==> config.mk <==
export PLATFORM = sky130hd
export DESIGN_NAME = seg8_capture_flat
export DESIGN_NICKNAME = d
export VERILOG_FILES = /design/src/rtl/seg8_capture_if.sv /design/src/rtl/seg8_capture.sv /design/src/flat_wrapper.sv
export SDC_FILE = /design/constraint.sdc
export NUM_CORES = 1
export LEC_CHECK = 0
export BUFFER_PORTS_ARGS = -buffer_cell sky130_fd_sc_hd__buf_2
export CAP_MARGIN = 10
export CORE_UTILIZATION = 48
export CTS_CLUSTER_DIAMETER = 150
export DETAILED_ROUTE_END_ITERATION = 7
export HOLD_SLACK_MARGIN = 0.12
export PLACE_DENSITY = 0.68
export REMOVE_ABC_BUFFERS = 1
export SLEW_MARGIN = 20
export SYNTH_ARGS = -nofsm -noshare
export SYNTH_HDL_FRONTEND = slang
export SYNTH_SLANG_ARGS = --single-unit
==> constraint.sdc <==
create_clock -name i_clk -period 13.4 [get_ports i_clk]
set_input_delay 2.68 -clock i_clk [delete_from_list [all_inputs] [get_ports i_clk]]
set_output_delay 2.68 -clock i_clk [all_outputs]
set_load 0.05 [all_outputs]
==> src/rtl/seg8_capture_if.sv <==
// Bus bundle for seg8_capture.
// Inputs carry the sampled display strobes and the 1 kHz tick. Outputs carry the reassembled frame.
//   i_pls_1k      one-cycle 1 kHz tick
//   i_seg_d       segment data {dp,g,f,e,d,c,b,a}, active-high
//   i_seg_com     digit commons, active-low one-hot
//   o_bcd8d       last complete frame, digit n in [4n+3:4n]
//   o_dp          decimal point per digit of the last frame
//   o_frame_valid one-cycle pulse when the frame outputs update
//   o_pat_err     last frame contained an undecodable pattern
//   o_stall       scan stopped (timeout)
// The master modport is the side that drives the strobes. The slave modport is the capture block.
interface seg8_capture_if;
  logic        i_pls_1k;
  logic [7:0]  i_seg_d;
  logic [7:0]  i_seg_com;
  logic [31:0] o_bcd8d;
  logic [7:0]  o_dp;
  logic        o_frame_valid;
  logic        o_pat_err;
  logic        o_stall;

  modport master (
    output i_pls_1k, i_seg_d, i_seg_com,
    input  o_bcd8d, o_dp, o_frame_valid, o_pat_err, o_stall
  );

  modport slave (
    input  i_pls_1k, i_seg_d, i_seg_com,
    output o_bcd8d, o_dp, o_frame_valid, o_pat_err, o_stall
  );
endinterface

==> src/rtl/seg8_capture.sv <==
// seg8_capture: receive-side monitor for an 8-digit multiplexed 7-segment display.
// The block registers the segment and common strobes. After a common has been stable long
// enough, it samples the segments, decodes them to BCD, and builds a full scan frame. The
// frame is published as a packed BCD word with decimal points, a pattern-error flag and a
// stall flag.
// Ports:
//   i_clk   system clock
//   i_rstn  asynchronous active-low reset
//   bus     seg8_capture_if.slave (i_pls_1k, i_seg_d, i_seg_com in; frame outputs out)
module seg8_capture #(
  parameter int unsigned SETTLE_CYC = 4,   // stable cycles before sampling, 1..15
  parameter int unsigned TIMEOUT_MS = 16   // ticks without a common change before stall, 1..255
) (
  input logic           i_clk,
  input logic           i_rstn,
  seg8_capture_if.slave bus
);

  localparam logic [3:0] SettleMax  = 4'(SETTLE_CYC);
  localparam logic [7:0] TimeoutMax = 8'(TIMEOUT_MS);

  logic [7:0]  seg_q, seg_d;
  logic [7:0]  com_q, com_d;
  logic [7:0]  com_prev_q, com_prev_d;
  logic [3:0]  settle_q, settle_d;
  logic [7:0]  ms_q, ms_d;
  logic [31:0] shadow_q, shadow_d;
  logic [7:0]  shadow_dp_q, shadow_dp_d;
  logic [7:0]  mask_q, mask_d;
  logic        err_acc_q, err_acc_d;
  logic [31:0] bcd_q, bcd_d;
  logic [7:0]  dp_q, dp_d;
  logic        fv_q, fv_d;
  logic        pat_err_q, pat_err_d;
  logic        stall_q, stall_d;

  logic        com_valid;
  logic        com_change;
  logic        sample;
  logic        stall_evt;
  logic        frame_done;
  logic [2:0]  com_idx;
  logic [3:0]  dec_nib;
  logic        dec_bad;

  assign com_valid  = $onehot(~com_q);
  assign com_change = (com_q != com_prev_q);
  assign frame_done = (mask_q == 8'hFF);

  // The strobe fires only on the single cycle where the settle counter steps onto its limit.
  assign sample = !com_change && com_valid && (settle_q == SettleMax - 4'd1);

  // The tick count crosses the timeout exactly once per frozen period.
  assign stall_evt = !com_change && bus.i_pls_1k && (ms_q == TimeoutMax - 8'd1);

  always_comb begin
    com_idx = '0;
    for (int i = 0; i < 8; i++) begin
      if (!com_q[i]) com_idx = 3'(i);
    end
  end

  always_comb begin
    dec_nib = 4'hE;
    dec_bad = 1'b0;
    case (seg_q[6:0])
      7'h3F:   dec_nib = 4'h0;
      7'h06:   dec_nib = 4'h1;
      7'h5B:   dec_nib = 4'h2;
      7'h4F:   dec_nib = 4'h3;
      7'h66:   dec_nib = 4'h4;
      7'h6D:   dec_nib = 4'h5;
      7'h7D:   dec_nib = 4'h6;
      7'h07:   dec_nib = 4'h7;
      7'h7F:   dec_nib = 4'h8;
      7'h6F:   dec_nib = 4'h9;
      7'h00:   dec_nib = 4'hF;
      default: begin
        dec_nib = 4'hE;
        dec_bad = 1'b1;
      end
    endcase
  end

  always_comb begin
    seg_d       = bus.i_seg_d;
    com_d       = bus.i_seg_com;
    com_prev_d  = com_q;
    settle_d    = settle_q;
    ms_d        = ms_q;
    shadow_d    = shadow_q;
    shadow_dp_d = shadow_dp_q;
    mask_d      = mask_q;
    err_acc_d   = err_acc_q;
    bcd_d       = bcd_q;
    dp_d        = dp_q;
    fv_d        = 1'b0;
    pat_err_d   = pat_err_q;
    stall_d     = stall_q;

    if (com_change || !com_valid) begin
      settle_d = '0;
    end else if (settle_q != SettleMax) begin
      settle_d = settle_q + 4'd1;
    end

    // A common change beats a coincident tick.
    if (com_change) begin
      ms_d = '0;
    end else if (bus.i_pls_1k && (ms_q != TimeoutMax)) begin
      ms_d = ms_q + 8'd1;
    end

    if (frame_done) begin
      bcd_d     = shadow_q;
      dp_d      = shadow_dp_q;
      pat_err_d = err_acc_q;
      fv_d      = 1'b1;
    end

    if (frame_done || stall_evt) begin
      mask_d    = '0;
      err_acc_d = 1'b0;
    end

    // A sample is applied after the clear, so it starts the next frame.
    if (sample) begin
      shadow_d[{com_idx, 2'b00} +: 4] = dec_nib;
      shadow_dp_d[com_idx]            = seg_q[7];
      mask_d[com_idx]                 = 1'b1;
      err_acc_d                       = err_acc_d | dec_bad;
    end

    if (com_change && com_valid) begin
      stall_d = 1'b0;
    end else if (stall_evt) begin
      stall_d = 1'b1;
    end
  end

  always_ff @(posedge i_clk or negedge i_rstn) begin
    if (!i_rstn) begin
      seg_q       <= '0;
      com_q       <= '0;
      com_prev_q  <= '0;
      settle_q    <= '0;
      ms_q        <= '0;
      shadow_q    <= '0;
      shadow_dp_q <= '0;
      mask_q      <= '0;
      err_acc_q   <= 1'b0;
      bcd_q       <= '0;
      dp_q        <= '0;
      fv_q        <= 1'b0;
      pat_err_q   <= 1'b0;
      stall_q     <= 1'b0;
    end else begin
      seg_q       <= seg_d;
      com_q       <= com_d;
      com_prev_q  <= com_prev_d;
      settle_q    <= settle_d;
      ms_q        <= ms_d;
      shadow_q    <= shadow_d;
      shadow_dp_q <= shadow_dp_d;
      mask_q      <= mask_d;
      err_acc_q   <= err_acc_d;
      bcd_q       <= bcd_d;
      dp_q        <= dp_d;
      fv_q        <= fv_d;
      pat_err_q   <= pat_err_d;
      stall_q     <= stall_d;
    end
  end

  assign bus.o_bcd8d       = bcd_q;
  assign bus.o_dp          = dp_q;
  assign bus.o_frame_valid = fv_q;
  assign bus.o_pat_err     = pat_err_q;
  assign bus.o_stall       = stall_q;

endmodule

==> src/flat_wrapper.sv <==
// flat-port wrapper written by rule: the top's interface ports become plain ports
module seg8_capture_flat 
#(
  parameter int unsigned SETTLE_CYC = 4,                                          
  parameter int unsigned TIMEOUT_MS = 16                                                        
)
  (i_clk, i_rstn, bus_i_pls_1k, bus_i_seg_d, bus_i_seg_com, bus_o_bcd8d, bus_o_dp, bus_o_frame_valid, bus_o_pat_err, bus_o_stall);
  seg8_capture_if bus_i ();
  input logic i_clk;
  input logic i_rstn;
  input wire logic [$bits(bus_i.i_pls_1k)-1:0] bus_i_pls_1k;
  input wire logic [$bits(bus_i.i_seg_d)-1:0] bus_i_seg_d;
  input wire logic [$bits(bus_i.i_seg_com)-1:0] bus_i_seg_com;
  output wire logic [$bits(bus_i.o_bcd8d)-1:0] bus_o_bcd8d;
  output wire logic [$bits(bus_i.o_dp)-1:0] bus_o_dp;
  output wire logic [$bits(bus_i.o_frame_valid)-1:0] bus_o_frame_valid;
  output wire logic [$bits(bus_i.o_pat_err)-1:0] bus_o_pat_err;
  output wire logic [$bits(bus_i.o_stall)-1:0] bus_o_stall;
  assign bus_i.i_pls_1k = bus_i_pls_1k;
  assign bus_i.i_seg_d = bus_i_seg_d;
  assign bus_i.i_seg_com = bus_i_seg_com;
  assign bus_o_bcd8d = bus_i.o_bcd8d;
  assign bus_o_dp = bus_i.o_dp;
  assign bus_o_frame_valid = bus_i.o_frame_valid;
  assign bus_o_pat_err = bus_i.o_pat_err;
  assign bus_o_stall = bus_i.o_stall;
  seg8_capture #(.SETTLE_CYC(SETTLE_CYC), .TIMEOUT_MS(TIMEOUT_MS)) u_core (.i_clk(i_clk), .i_rstn(i_rstn), .bus(bus_i));
endmodule
Word-level counts from Yosys, hierarchy flattened --
Cells that the tools add are included.
Cells by class: multipliers 0, $add $sub $neg 10, eq/ne operators 17, reduce and logical (&&, ||, !) cells 16, div/mod/pow operators 0, bitwise gates (word level) 3, magnitude comparators 2, shift operators 2, muxes and demuxes 24
Operator list (number):
- 7-bit == test (second input constant) | 7
- 4-bit one-hot mux with 11 select lines | 1
- 32-bit bitwise mux | 1
- 8-bit two-way mux | 4
- 4-bit by 7-bit variable shift with 32-bit output (first input constant) | 1
- 4-bit by 7-bit indexed part select with 32-bit output | 1
- 3-bit two-way mux | 6
- 7-bit by 3-bit == test with 1-bit output (second input constant) | 2
- 4-bit adder | 3
- 11-bit OR reduction | 1
- 1-bit by 1-bit adder with 2-bit output | 4
- 8-bit by 1-bit adder with 8-bit output (second input constant) | 1
- 8-bit bitwise mux | 1
- 8-bit by 4-bit == test with 1-bit output (second input constant) | 1
- 8-bit == test (second input constant) | 1
- 1-bit two-way mux | 8
- 4-bit two-way mux | 2
- 8-bit by 5-bit inequality test with 1-bit output (second input constant) | 1
- 8-bit inequality test | 1
- 8-bit NOT | 1
- 8-bit bitwise OR | 1
- 7-bit by 6-bit == test with 1-bit output (second input constant) | 1
- 1-bit logical AND | 7
- 7-bit logical NOT | 1
- other kinds (12) | 16
Word-level totals: bits in latches 0, output and inout port bits 43, bits of input ports 19, word-level logic and storage cells 88, bits in registers 128, bits in read-only memories 0, memories 0, RAM bits 0

Logic depth before layout (Yosys ltp) --
Gate-level depths: netlist of the first run.
depth after elaboration 13, mapped depth 16, gate-level depth less buffers 13

Worst setup path after synthesis of the first run --
No wires, ideal clock.
path type register to register, from register u_core.com_q[7], in the netlist u_core.com_prev_d[7], to register u_core.shadow_q[0], arrival 4.455 ns, library setup time 0.125 ns, path slack 8.820 ns, period minus slack after synthesis 4.580 ns, path buffers 2, stages on the path, launching flop included 16, data required time 13.275 ns, cell sequence dfrtp_1 > inv_1 > ha_1 > fa_1 > inv_1 > fa_1 > inv_1 > ha_1 > fa_1 > or4b_1 > buf_2 > nor4b_4 > nand3_2 > buf_6 > nor4_4 > mux2_2
On the way: cells in the longest elaborated chain, start to end 7, elaborated cells between the ends (all ways) 14, those cells by class 4 x add/sub; 2 x eq/ne; 2 x shift; 2 x mux; 1 x bitwise; 3 x reduce/logical
Ends and longest elaborated chain:
- start, declared | line seg8_capture.sv:23 | logic [7:0] com_q, com_d;
- start signal, assigned | line seg8_capture.sv:159 | com_q <= com_d;
- 8-bit NOT | line seg8_capture.sv:46 | assign com_valid = $onehot(~com_q);
- 1-bit by 1-bit adder with 2-bit output (not written as such) | line seg8_capture.sv:46
- 4-bit adder (not written as such) (2 in a row) | line seg8_capture.sv:46
- 4-bit by 1-bit == test with 1-bit output | line seg8_capture.sv:46
- 1-bit logical AND (2 in a row) | line seg8_capture.sv:51 | assign sample = !com_change && com_valid && (settle_q == SettleMax - 4'd1);
- end signal, assigned | line seg8_capture.sv:163 | shadow_q <= shadow_d;
- end, declared | line seg8_capture.sv:27 | logic [31:0] shadow_q, shadow_d;
Several ways; a longest one is shown, not always the timed one. A chain may end at the register's enable or synchronous reset.

Worst setup path after layout of the first run --
from register u_core.com_q[6], in the netlist u_core.com_prev_d[6], to register u_core.shadow_q[22]
The elaborated chain is that of the path after synthesis.

==> metrics.cfg, run 1 <==
[status]
status = complete, no violations

[floorplanning]
fp.coreArea_um2 = 11400
fp.dieArea_um2 = 12100
die-height_um = 110
die_w_um = 110
start_util = 0.491
io_pins = 62
rows = 39

[cells_and_area]
multi_input_area_um2 = 2220
fill_cells = 953
drive_above_1_share = 0.327
final_nets = 537
n_antenna_cell = 0
syn_to_final_growth_pct = 18.5
fin_util = 0.582
seq_area_um2 = 3200

[power]
clock_power_share = 0.511
combPwrFrac = 0.045
seqPwrFrac = 0.444
power.share.switching = 0.204
max-vdd-ir-drop_uv = 96.5
switchingPower_mw = 0.182
leakage_nw = 3.35
p_per_area_nw_per_um2 = 134
internal_power_mw = 0.709

[synthesis]
ys_ff_latch = 128
yosysUniqueCellTypes = 52
yosysMostFrequentCell = dfrtp_1
synthArstFlopShare = 1.00
synth_common_cells = dfrtp_1 (128), mux2_2 (63), inv_1 (31)
synth_top_cell_by_area = dfrtp_1
avgSynthCellArea_um2 = 12.9
synth_top_area_frac = 0.571
synth_area_um2 = 5610
synth_area_leaders = dfrtp_1 (57%), mux2_2 (13%), ha_1 (3.1%), inv_1 (2.1%), xor2_1 (2.0%)
synth_edf_count = 0
ys.warnings.count = 0
synth_ff_type = dfrtp_1
ys_seq_area_frac = 0.571
netlist_instances = 436

[placed_design]
dpl.hpwl_um = 7220
globalplace.congestion = 0.832
io_buffers = 61

[timing]
final-setup-viol-count = 0
rsz0062_at_grt = false
relSlewSlack = 0.370
slew_viol_final = 0
fin_worst_skew_ns = 0.00784
hold_viol_final = 0
tns_ns = 0
worstMarginPinSlew_ns = 0.936
post-route-min-period_ns = 5.14
timing.fmax_mhz = 194
finalCritPeriodShare = 0.384

[grt]
grtUsageTotal = 0.200
grt_pass1_wl_um = 17800
antenna_found_initial = 0
grt_max_degree = 68
gr-total-overflow = 0
grt_pass1_vias = 3596

[setup_path]
r2r_start = u_core.com_prev_d[6]
crit-reg2reg-capture = u_core.shadow_q[22]
worst-endpoint-required_ns = 13.69
cp-start-kind = register
crit_path_max_fanout = 21
crit_type = reg2reg
arrival_ns = 5.43
worstSetupEndpointType = register
rrSetupSlack_ns = 8.26
r2r_cells = 13

[worst_hold_path]
holdPathEnd = u_core.com_prev_q[0]
min_from = u_core.com_prev_d[0]
worstHoldPathCells = 0
hp-class = reg2reg

[route]
num_vias = 3535
dr.pass1.iters = 4
drt-wirelength-per-cell_um = 16.2
drt_iter0_drc = 207
drtAntennaViolNets = 0
drcViolationCount = 0
via_per_inst = 5.41
finalWirelength_um = 10600

[clock_network]
h-tree-depth = 4
clockBufferDepth = 2
cts_tree = done
cts_buffers = 17
root_buffer = clkbuf_16
post-cts-setup-buffers = 0
clk_latency_ns = 0.41
postCtsHoldBufs = 0
cts_num_sinks = 128
clkTransAtPathRegs_ns = 0.05
post_cts_resized = 0

[job]
maxCapViolCount = 0

## power groups by stage
stage	Clock, mW	Combinational (mW)	Sequential (mW)
after global placement	0	0.0387	0.402
after detailed placement	0	0.0404	0.402
after global routing	0.488	0.0473	0.396
final	0.456	0.0398	0.396
after CTS	0.467	0.0408	0.396
after floorplan	0	0.0226	0.401
## cell families (layout without fill, tap and decap cells)
kind of cell | after synthesis | in the layout | share of synthesized area
muxes | 76 | 76 | 0.150
adders and majority gates | 18 | 18 | 0.0455
AOI/OAI and AO/OA | 37 | 37 | 0.0502
buffers and inverters | 49 | 124 | 0.0346
DFF | 128 | 128 | 0.571
and+or+nand+nor | 112 | 112 | 0.123
xor gates and xnor gates | 16 | 16 | 0.0250
## area by class of cell
class                   instances  area share
flip-flops and latches        128       0.482
clock inverters                 5      0.0113
clock buffers                  25      0.0791
repair buffers                 63      0.0486
multi-input cells             259       0.335
inverters                      31      0.0175
well taps                     143      0.0269
## critical path: stages, from the launching register on
cell,delay (ns)
dfrtp_1,0.43
inv_1,0.08
ha_1,0.22
fa_1,0.53
inv_1,0.05
fa_1,0.52
inv_1,0.04
ha_1,0.20
fa_1,0.42
or4b_1,0.61
nor4b_4,0.50
nand3_2,0.46
or4b_4,0.67
mux2_2,0.28
## worst max-delay path by stage
stage / from / to / slack [ns] / depth (start not counted)
5_1_grt: u_core.com_prev_d[6] / u_core.shadow_q[20] / 7.97 / 13
3_3_place_gp: u_core.com_prev_d[6] / u_core.shadow_q[22] / 8.36 / 13
6_report: u_core.com_prev_d[6] / u_core.shadow_q[22] / 8.26 / 13
2_1_floorplan: u_core.com_prev_d[7] / u_core.shadow_q[20] / 8.65 / 13
3_5_place_dp: u_core.com_prev_d[6] / u_core.shadow_q[22] / 8.27 / 13
4_1_cts: u_core.com_prev_d[6] / u_core.shadow_q[22] / 8.25 / 13
## sequential cells by signal, indices dropped and copies added (netlist names), 8 cells and up
| register | count |
|---|---|
| u_core.bus.o_dp | 8 |
| u_core.com_prev_q | 8 |
| u_core.mask_q | 8 |
| u_core.ms_q | 8 |
| u_core.bus.o_bcd8d | 32 |
| u_core.shadow_dp_q | 8 |
| u_core.shadow_q | 32 |
| u_core.com_prev_d | 8 |
| u_core.seg_q | 8 |
## per-layer routing
metal	wire length, um	vias up	share of wire	track usage
met1	4740	1781	0.45	0.256
met3	416	7	0.039	0.0705
li1	-	1673	-	-
met2	5360	74	0.51	0.316
met4	85	0	0.0080	0.0686
met5	0	-	0	0
## cell usage in the layout (no fill, tap or decap), types with 5 or more instances in the layout
master,synthesis,layout
a21o_1,5,5
a21oi_1,6,6
buf_2,2,60
clkbuf_16,0,17
clkbuf_8,0,7
dfrtp_1,128,128
ha_1,14,14
inv_1,31,31
mux2_2,63,63
mux2i_1,11,11
nand2_1,13,13
nand2b_1,6,6
nand3_1,10,10
nand4_1,11,11
nor2_1,19,18
nor3_1,14,14
nor4_1,7,7
o2bb2ai_1,5,5
o31ai_1,5,5
xor2_1,13,13
## through the flow
stage / cell area (um^2) / setup WS (ns) / total power [mW] / std cells / hold slack (ns)
after floorplan: 5530 / 8.65 / 0.424 / 418 / 0.392
after global placement: 6040 / 8.36 / 0.441 / 624 / 0.407
after detailed placement: 6040 / 8.27 / 0.443 / 624 / 0.421
after CTS: 6640 / 8.25 / 0.903 / 654 / 0.430
after global routing: 6650 / 7.97 / 0.932 / 654 / 0.449
final: 6650 / 8.26 / 0.891 / 654 / 0.437
(Power assumes the default switching activity.)
==> run 2: changes to the inputs <==
==> constraint.sdc (replaced) <==
create_clock -name i_clk -period 5 [get_ports i_clk]
set_input_delay 1 -clock i_clk [delete_from_list [all_inputs] [get_ports i_clk]]
set_output_delay 1 -clock i_clk [all_outputs]
set_load 0.05 [all_outputs]
==> metrics.cfg, run 2 (synthesized netlist as in run 1, its figures left out) <==
[status]
status = complete, no violations

[grt]
grtUsageTotal = 0.193
grt_pass1_vias = 3522
gr-total-overflow = 0
grt_pass1_wl_um = 17300
antenna_found_initial = 0
grt_max_degree = 76

[floorplanning]
fp.coreArea_um2 = 11400
die_w_um = 110
die-height_um = 110
fp.dieArea_um2 = 12100
rows = 39
start_util = 0.491
io_pins = 62

[clock_network]
clk_latency_ns = 0.42
cts_buffers = 17
clkTransAtPathRegs_ns = 0.06
postCtsHoldBufs = 0
cts_num_sinks = 128
root_buffer = clkbuf_16
clockBufferDepth = 2
cts_tree = done
h-tree-depth = 4

[placed_design]
io_buffers = 61
globalplace.congestion = 0.831
dpl.hpwl_um = 7390

[route]
via_per_inst = 5.36
top_layer_used = met4
met3_length_um = 314
wl_met2_um = 5380
drt_iter0_drc = 189
num_vias = 3563
drtAntennaViolNets = 0
drcViolationCount = 0
dr.pass1.iters = 4
finalWirelength_um = 10800
m1WireLength_um = 5010
drt-wirelength-per-cell_um = 16.2

[setup_path]
crit_path_max_fanout = 12
worst-endpoint-required_ns = 5.29
slowest_delay_ns = 0.62
arrival_ns = 5.06
crit_type = reg2reg
worstSetupEndpointType = register
slowest_stage = or4b_1
cp-start-kind = register
crit_chain = inv_1 > ha_1 > fa_1 > inv_1 > fa_1 > inv_1 > ha_1 > fa_1 > or4b_1 > nor4b_4 > nand3_4 > buf_4 > nor4b_4 > mux2_2

[timing]
rsz0062_at_grt = false
post-route-min-period_ns = 4.77
fin_hold_ws_ns = 0.428
timing.fmax_mhz = 210
slew_viol_final = 0
worstMarginPinSlew_ns = 0.923
fin_worst_skew_ns = 0.0150
finalCritPeriodShare = 0.954
hold_viol_final = 0
tns_ns = 0
relSlewSlack = 0.384
final-setup-viol-count = 0

[job]
maxCapViolCount = 0

[cells_and_area]
layout_commonest_cell = dfrtp_1
syn_to_final_growth_pct = 22.7
drive_above_1_share = 0.347
fill_cells = 907
n_antenna_cell = 0
final_nets = 546
final_cell_mix = dfrtp_1 (128), mux2_2 (63), buf_2 (60), inv_1 (31), nor2_1 (18)
fin_util = 0.602

[worst_hold_path]
hp-class = reg2reg

[power]
p_per_area_nw_per_um2 = 390
max-vdd-ir-drop_uv = 383
leakage_nw = 3.44

-- run 2: cell count changes in the layout (fill, tap and decap cells not counted), sizes merged --
cell	change
clkinvlp	+3
bufinv	+6
clkbuf	-6
inv	+1
clkinv	-2
buf	+9
-- run 2: timing repair --
action                     CTS  global route
setup endpoints to repair    0            26
resized for setup            0             2
setup buffers                0             5
-- run 2: final timing paths --
kind	slack (ns)	depth (start not counted)	start	to
min	0.43	0	u_core.com_prev_d[0]	u_core.com_prev_q[0]
max reg2reg	0.23	14	u_core.com_prev_d[6]	u_core.shadow_q[16]
max in group asynchronous	3.32	2	i_rstn	u_core.bus.o_bcd8d[30]
min in group asynchronous	0.73	1	i_rstn	u_core.mask_q[6]
max	0.23	14	u_core.com_prev_d[6]	u_core.shadow_q[16]
min reg2reg	0.43	0	u_core.com_prev_d[0]	u_core.com_prev_q[0]
-- run 2: final cells by class --
class / count / area (um^2) / area share
clock inverters: 13 / 280 / 0.0408
well taps: 143 / 179 / 0.0260
clock buffers: 19 / 453 / 0.0659
flip-flops and latches: 128 / 3200 / 0.466
inverters: 31 / 116 / 0.0169
repair buffers: 72 / 403 / 0.0586
multi-input cells: 259 / 2240 / 0.326
-- run 2: stage by stage --
stage,total power [mW],instances,cell area (um^2),setup slack [ns]
after CTS,2.71,660,6800,0.0384
after global routing,2.77,665,6880,0.00455
final,2.68,665,6880,0.231
after floorplan,1.14,418,5530,0.251
after global placement,1.18,628,6070,0.172
after detailed placement,1.19,628,6070,0.0438
-- run 2: power by group --
group | internal, mW | leakage, nW | total [mW] | switching, mW
logic | 0.0357 | 1.37 | 0.107 | 0.0712
registers | 1.05 | 1.72 | 1.06 | 0.0142
clock network | 1.06 | 0.346 | 1.51 | 0.451
total | 2.15 | 3.44 | 2.68 | 0.536
-- run 2: critical path, delay by kind of cell, from the launching register on --
family / cells / cell delay, ns
adders and majority gates: 5 / 1.92
and+or+nand+nor: 4 / 1.50
buffers and inverters: 4 / 0.42
DFF: 1 / 0.43
muxes: 1 / 0.38
-- run 2: layer usage --
metal  vias up  global-route usage
li1       1707                   -
met1      1782               0.248
met2        69               0.309
met3         5              0.0547
met4         0              0.0781
met5         -                   0
